--- config.mk ---
export PLATFORM = sky130hd
export DESIGN_NAME = alu_cmd_ctrl
export DESIGN_NICKNAME = d
export VERILOG_FILES = /design/src/rtl/alu_cmd_ctrl_pkg.sv /design/src/rtl/alu_cmd_watchdog.sv /design/src/rtl/alu_cmd_ctrl.sv
export SDC_FILE = /design/constraint.sdc
export NUM_CORES = 1
export LEC_CHECK = 0
export CAP_MARGIN = 5
export CORE_ASPECT_RATIO = 0.7
export CORE_MARGIN = 3
export CORE_UTILIZATION = 40
export DETAILED_ROUTE_END_ITERATION = 6
export PLACE_DENSITY = 0.66
export SYNTH_ARGS = -nofsm -noshare
export SYNTH_HDL_FRONTEND = slang
export SYNTH_SLANG_ARGS = --single-unit
--- constraint.sdc ---
create_clock -name CLK -period 1.8 [get_ports CLK]
set_input_delay 0.18 -clock CLK [delete_from_list [all_inputs] [get_ports CLK]]
set_output_delay 0.18 -clock CLK [all_outputs]
set_load 0.005 [all_outputs]
--- src/rtl/alu_cmd_ctrl_pkg.sv ---
// rtl/alu_cmd_ctrl_pkg.sv - shared state encoding, frame start code and ALU unit classes
`timescale 1ns/1ps
package alu_cmd_ctrl_pkg;

   // State encoding, kept as plain 4-bit codes so other blocks can decode them
   localparam logic [3:0] S_IDLE     = 4'd0;
   localparam logic [3:0] S_GET_A    = 4'd1;
   localparam logic [3:0] S_GET_B    = 4'd2;
   localparam logic [3:0] S_GET_FUN  = 4'd3;
   localparam logic [3:0] S_RUN      = 4'd4;
   localparam logic [3:0] S_WAIT_RES = 4'd5;
   localparam logic [3:0] S_SEND_LO  = 4'd6;
   localparam logic [3:0] S_GAP      = 4'd7;
   localparam logic [3:0] S_SEND_HI  = 4'd8;
   localparam logic [3:0] S_DONE     = 4'd9;

   typedef enum logic [3:0] {
      ST_IDLE     = S_IDLE,
      ST_GET_A    = S_GET_A,
      ST_GET_B    = S_GET_B,
      ST_GET_FUN  = S_GET_FUN,
      ST_RUN      = S_RUN,
      ST_WAIT_RES = S_WAIT_RES,
      ST_SEND_LO  = S_SEND_LO,
      ST_GAP      = S_GAP,
      ST_SEND_HI  = S_SEND_HI,
      ST_DONE     = S_DONE
   } state_t;

   // Default frame start code
   localparam logic [7:0] DEF_CMD_BYTE = 8'hCC;

   // Unit class carried in ALU_FUN[3:2], shared with the ALU decoder
   localparam logic [1:0] CLS_ARITH = 2'b00;
   localparam logic [1:0] CLS_LOGIC = 2'b01;
   localparam logic [1:0] CLS_CMP   = 2'b10;
   localparam logic [1:0] CLS_SHIFT = 2'b11;

   function automatic logic [1:0] fun_class(input logic [3:0] fun);
      return fun[3:2];
   endfunction

endpackage

--- src/rtl/alu_cmd_watchdog.sv ---
// rtl/alu_cmd_watchdog.sv - result-wait watchdog counter
`timescale 1ns/1ps
module alu_cmd_watchdog
   import alu_cmd_ctrl_pkg::*;
#(
   parameter int TIMEOUT  = 15,
   parameter int TO_WIDTH = 4
)(
   input  logic i_clk,
   input  logic i_rst,
   input  logic i_clr,
   input  logic i_inc,
   output logic o_expire
);

   logic [TO_WIDTH-1:0] r_count;

   // Expire on the increment that would take the count to TIMEOUT, so the
   // owner can leave its wait state on exactly the TIMEOUT-th waited cycle.
   assign o_expire = i_inc && (r_count == TO_WIDTH'(TIMEOUT - 1));

   // Counter: clear has priority over increment
   always_ff @(posedge i_clk or posedge i_rst) begin
      if (i_rst) begin
         r_count <= '0;
      end else if (i_clr) begin
         r_count <= '0;
      end else if (i_inc) begin
         r_count <= r_count + 1'b1;
      end
   end

endmodule

--- src/rtl/alu_cmd_ctrl.sv ---
// rtl/alu_cmd_ctrl.sv - UART frame parser driving the ALU and returning its result
`timescale 1ns/1ps
module alu_cmd_ctrl
   import alu_cmd_ctrl_pkg::*;
#(
   parameter int                    DATA_WIDTH = 8,
   parameter int                    OUT_WIDTH  = 16,
   parameter logic [DATA_WIDTH-1:0] CMD_BYTE   = DATA_WIDTH'(DEF_CMD_BYTE),
   parameter int                    TIMEOUT    = 15,
   parameter int                    TO_WIDTH   = 4
)(
   input  logic                  CLK,
   input  logic                  RST,
   input  logic [DATA_WIDTH-1:0] RX_P_DATA,
   input  logic                  RX_D_VALID,
   output logic [DATA_WIDTH-1:0] ALU_A,
   output logic [DATA_WIDTH-1:0] ALU_B,
   output logic [3:0]            ALU_FUN,
   output logic                  ALU_EN,
   input  logic [OUT_WIDTH-1:0]  ALU_OUT,
   input  logic                  ALU_OUT_VALID,
   output logic [DATA_WIDTH-1:0] TX_P_DATA,
   output logic                  TX_D_VALID,
   input  logic                  TX_BUSY,
   output logic                  CMD_ERR
);

   state_t                r_state;
   logic [DATA_WIDTH-1:0] r_alu_a;
   logic [DATA_WIDTH-1:0] r_alu_b;
   logic [3:0]            r_alu_fun;
   logic                  r_alu_en;
   logic [OUT_WIDTH-1:0]  r_result;
   logic [DATA_WIDTH-1:0] r_tx_data;
   logic                  r_tx_valid;
   logic                  r_cmd_err;

   logic w_wd_clr;
   logic w_wd_inc;
   logic w_wd_expire;
   logic w_tx_accept;

   // Watchdog is cleared while the ALU is being kicked and runs only while a result is outstanding
   assign w_wd_clr    = (r_state == ST_RUN);
   assign w_wd_inc    = (r_state == ST_WAIT_RES) && !ALU_OUT_VALID;
   assign w_tx_accept = r_tx_valid && !TX_BUSY;

   alu_cmd_watchdog #(
      .TIMEOUT  (TIMEOUT),
      .TO_WIDTH (TO_WIDTH)
   ) u_watchdog (
      .i_clk    (CLK),
      .i_rst    (RST),
      .i_clr    (w_wd_clr),
      .i_inc    (w_wd_inc),
      .o_expire (w_wd_expire)
   );

   // Frame parser, ALU kick, result capture and two-byte TX serialiser
   always_ff @(posedge CLK or posedge RST) begin
      if (RST) begin
         r_state    <= ST_IDLE;
         r_alu_a    <= '0;
         r_alu_b    <= '0;
         r_alu_fun  <= '0;
         r_alu_en   <= 1'b0;
         r_result   <= '0;
         r_tx_data  <= '0;
         r_tx_valid <= 1'b0;
         r_cmd_err  <= 1'b0;
      end else begin
         r_alu_en  <= 1'b0;
         r_cmd_err <= 1'b0;
         case (r_state)
            ST_IDLE: begin
               if (RX_D_VALID && (RX_P_DATA == CMD_BYTE)) begin
                  r_state <= ST_GET_A;
               end
            end
            ST_GET_A: begin
               if (RX_D_VALID) begin
                  r_alu_a <= RX_P_DATA;
                  r_state <= ST_GET_B;
               end
            end
            ST_GET_B: begin
               if (RX_D_VALID) begin
                  r_alu_b <= RX_P_DATA;
                  r_state <= ST_GET_FUN;
               end
            end
            ST_GET_FUN: begin
               if (RX_D_VALID) begin
                  r_alu_fun <= RX_P_DATA[3:0];
                  // Enable is registered so it is high for the whole RUN cycle
                  r_alu_en  <= 1'b1;
                  r_state   <= ST_RUN;
               end
            end
            ST_RUN: begin
               r_state <= ST_WAIT_RES;
            end
            ST_WAIT_RES: begin
               // A result arriving on the expiry cycle still wins
               if (ALU_OUT_VALID) begin
                  r_result   <= ALU_OUT;
                  r_tx_data  <= ALU_OUT[DATA_WIDTH-1:0];
                  r_tx_valid <= 1'b1;
                  r_state    <= ST_SEND_LO;
               end else if (w_wd_expire) begin
                  r_cmd_err <= 1'b1;
                  r_state   <= ST_IDLE;
               end
            end
            ST_SEND_LO: begin
               r_tx_data <= r_result[DATA_WIDTH-1:0];
               if (w_tx_accept) begin
                  r_tx_valid <= 1'b0;
                  r_state    <= ST_GAP;
               end
            end
            ST_GAP: begin
               r_tx_data  <= r_result[OUT_WIDTH-1:DATA_WIDTH];
               r_tx_valid <= 1'b1;
               r_state    <= ST_SEND_HI;
            end
            ST_SEND_HI: begin
               if (w_tx_accept) begin
                  r_tx_valid <= 1'b0;
                  r_state    <= ST_DONE;
               end
            end
            ST_DONE: begin
               r_state <= ST_IDLE;
            end
            default: begin
               r_state <= ST_IDLE;
            end
         endcase
      end
   end

   assign ALU_A      = r_alu_a;
   assign ALU_B      = r_alu_b;
   assign ALU_FUN    = r_alu_fun;
   assign ALU_EN     = r_alu_en;
   assign TX_P_DATA  = r_tx_data;
   assign TX_D_VALID = r_tx_valid;
   assign CMD_ERR    = r_cmd_err;

endmodule

==> impl_metrics.env <==
export IMPL_gr_usage_all_layers_pct=16.13
export IMPL_layout_setup_ws_ps=88.92
export IMPL_via_per_inst=4.978
export IMPL_yosys_warnings=0
export IMPL_die_area_mm2=0.007357
export IMPL_cp_max_fo=5
export IMPL_vdd_drop_max_uv=644.9
export IMPL_outcome="complete, no violations"
export IMPL_netlist_area_mm2=0.002540
export IMPL_yosysSeqAreaShare_pct=54.19
export IMPL_clk_latency_ps=300
export IMPL_path_cells="buf_4, nand4bb_1, nor3b_1, a211o_1, mux2_1"
export IMPL_synth_distinct_cells=40
export IMPL_cts_buffers_inserted=5
export IMPL_clkTransAtPathRegs_ps=100
export IMPL_grt_pass1_wl_um=9384
export IMPL_end_kind="register"
export IMPL_synth_avg_cell_area_um2=12.09
export IMPL_drc=0
export IMPL_dpl_hpwl_um=4134
export IMPL_cts_tree="built"
export IMPL_fillers=523
export IMPL_timing_fmax_ghz=0.5844
export IMPL_slew_violations=0
export IMPL_crit_type="register to register"
export IMPL_ctsResizeCount=0
export IMPL_start_kind="register"
export IMPL_skew_ps=11.33
export IMPL_overflow=0
export IMPL_gr_usage_met1_pct=23.84
export IMPL_final_util_pct=57.96
export IMPL_wl_um=5537
export IMPL_layout_drive_gt1_share_pct=24.91
export IMPL_port_buffers=59
export IMPL_cp_depth=5
export IMPL_worstRegToRegCells=5
export IMPL_drv_cap=0
export IMPL_cp_slowest_cell="dfrtp_1"
export IMPL_wire_per_inst_um=15.21
export IMPL_worstReg2RegEnd="r_state[2]"
export IMPL_critPathTopFamily="simple AND/OR/NAND/NOR gates"
export IMPL_htreeDepth=2
export IMPL_core_area_mm2=0.005928
export IMPL_finalCriticalPeriod_ps=1711
export IMPL_setup_violations=0
export IMPL_start_util_pct=42.85
export IMPL_fin_nets=319
export IMPL_cts_hold_fix_buffers=0
export IMPL_die_x_um=101.2
export IMPL_worst_ep_arrival_time_ps=1900
export IMPL_grt_pass1_vias=1940
export IMPL_async_reset_ff_share_pct=100.0
export IMPL_stdcell_count=364
export IMPL_syn_nets=241
export IMPL_grt_use_met2_pct=23.70
export IMPL_cts_sinks=55
export IMPL_synth_edf_count=0
export IMPL_synthFlopType="dfrtp_1"
export IMPL_slowest_delay_ps=430
export IMPL_p_per_area_mw_per_mm2=1556
export IMPL_p_leak_nw=1.518
export IMPL_drt_pass1_iter_count=4
export IMPL_crit_required_ps=1990
export IMPL_critical_path_startpoint="r_state[3]"
export IMPL_die_h_um=72.67
export IMPL_met3_usage_pct=5.349
export IMPL_fin_crit_sh_pct=95.06
export IMPL_pin_count=60
export IMPL_r2r_setup_slack_ps=90
export IMPL_cts_root_buffer_cell="clkbuf_8"
export IMPL_area_growth_pct=35.27
export IMPL_drtIter0Drc=25
export IMPL_endpoint="r_state[2]"
export IMPL_grt_max_degree=33
export IMPL_diodes=0
export IMPL_post_cts_buffers=0
export IMPL_relSlewSlack_pct=66.42
export IMPL_tightest_slew_ps=503.6
export IMPL_hold_class="primary input to asynchronous set/reset pin"
export IMPL_fin_tns_setup_ps=0
export IMPL_rsz0062_at_grt="false"
export IMPL_cts_buffer_depth=2
export IMPL_num_rows=23
export IMPL_r2r_start="r_state[3]"
export IMPL_crit_buf_inv=1
export IMPL_gp_congestion=0.7823
export IMPL_ant_nets=0
export IMPL_antenna_found_initial=0
export IMPL_post_place_ws_ps=-143.7
export IMPL_synth_seq_cells=55
export IMPL_synthCells=210
export IMPL_placed_cells=356
export IMPL_final_hold_violation_count=0
export IMPL_grt_busiest_layer="met1"
export IMPL_vias=1812
routing by layer:
| metal | share of wire (%) | vias up |
|---|---|---|
| met3 | 7.4 | 0 |
| li1 | - | 901 |
| met2 | 43 | 48 |
| met5 | 0 | - |
| met1 | 50 | 863 |
| met4 | 0 | 0 |
state kept, by name, indices dropped and copies added, names as in the netlist:
name and cells:
ALU_B 8, TX_P_DATA 8, TX_D_VALID 1, ALU_A 8
r_result 16, ALU_FUN 4, r_state 4, ALU_EN 1
CMD_ERR 1, u_watchdog.r_count 4
how the worst min path moves through the flow:
stage / from / endpoint / slack, ps / cells past startpoint
floorplan: ALU_OUT[0] / r_result[0] / 330 / 1
global placement: RST / ALU_FUN[3] / 460 / 2
CTS: RST / ALU_A[3] / 130 / 2
global route: RST / ALU_FUN[1] / 140 / 2
detailed placement: RST / ALU_FUN[3] / 470 / 2
finish: RST / ALU_FUN[1] / 130 / 2
cell usage in the layout (no fill, tap or decap), drive strengths merged, types with 2 or more instances in the layout:
cell and instances:
mux2 37, a21oi 7, clkbuf 6, o31ai 2, nand2 24, mux2i 8
dfrtp 55, and3b 2, ha 2, nor2 3, nor3 4, inv 6
buf 24, nor4bb 2, nand3 3, clkdlybuf4s50 59, o21ai 24, nand2b 2
or3 2
stage by stage:
stage	total power, W	area [um2]	hold WS [ps]
after floorplan	0.003545	2540	328.5
after global placement	0.004660	3351	460.9
after detailed placement	0.004726	3351	466.3
after CTS	0.005414	3436	132.8
after global routing	0.005786	3436	137.1
final	0.005348	3436	127.3
report_power, final:
part	total (W)	leakage (nW)	switching (W)	internal, W
logic	0.00250	0.800	0.000980	0.00152
registers	0.00219	0.676	0.000370	0.00182
clock network	0.000663	0.0412	0.000390	0.000273
total	0.00535	1.52	0.00174	0.00361
cells by family after synthesis:
kind of cell / share of synthesized area [%]
multiplexers: 21.03
AO/OA/AOI/OAI: 8.818
flip-flops: 54.19
buffers and inverters: 3.497
adder cells (fa/ha/maj): 0.9851
AND/OR/NAND/NOR: 11.48
cell type report:
class                      count  area (um2)  share of cell area, %
clock buffer                   6       72.57                  2.112
sequential                    55        1376                  40.06
tap                           75       93.84                  2.731
clock inverter                 2       12.51                 0.3642
inverter                       6       22.52                 0.6555
multi-input combinational    137        1075                  31.28
timing repair buffer          83       783.3                  22.80
cell usage after synthesis, types with 2 or more instances:
library cell / count / share of area [%]
dfrtp_1: 55 / 54
nand2b_1: 2 / 0.49
clkbuf_1: 5 / 0.74
nor4bb_1: 2 / 0.79
buf_6: 2 / 0.89
mux2_2: 26 / 12
a21oi_1: 7 / 1.4
ha_1: 2 / 0.99
buf_2: 5 / 0.99
nor2_1: 2 / 0.30
nand2_1: 23 / 3.4
nor3_1: 4 / 0.79
mux2i_1: 8 / 3.2
mux2_4: 10 / 5.9
o31ai_1: 2 / 0.59
and3b_1: 2 / 0.69
o21ai_1: 2 / 0.39
nand3_1: 3 / 0.59
o21ai_0: 22 / 4.3
inv_1: 5 / 0.74
or3_1: 2 / 0.49
Note: power is estimated with default switching activity, not from simulation.
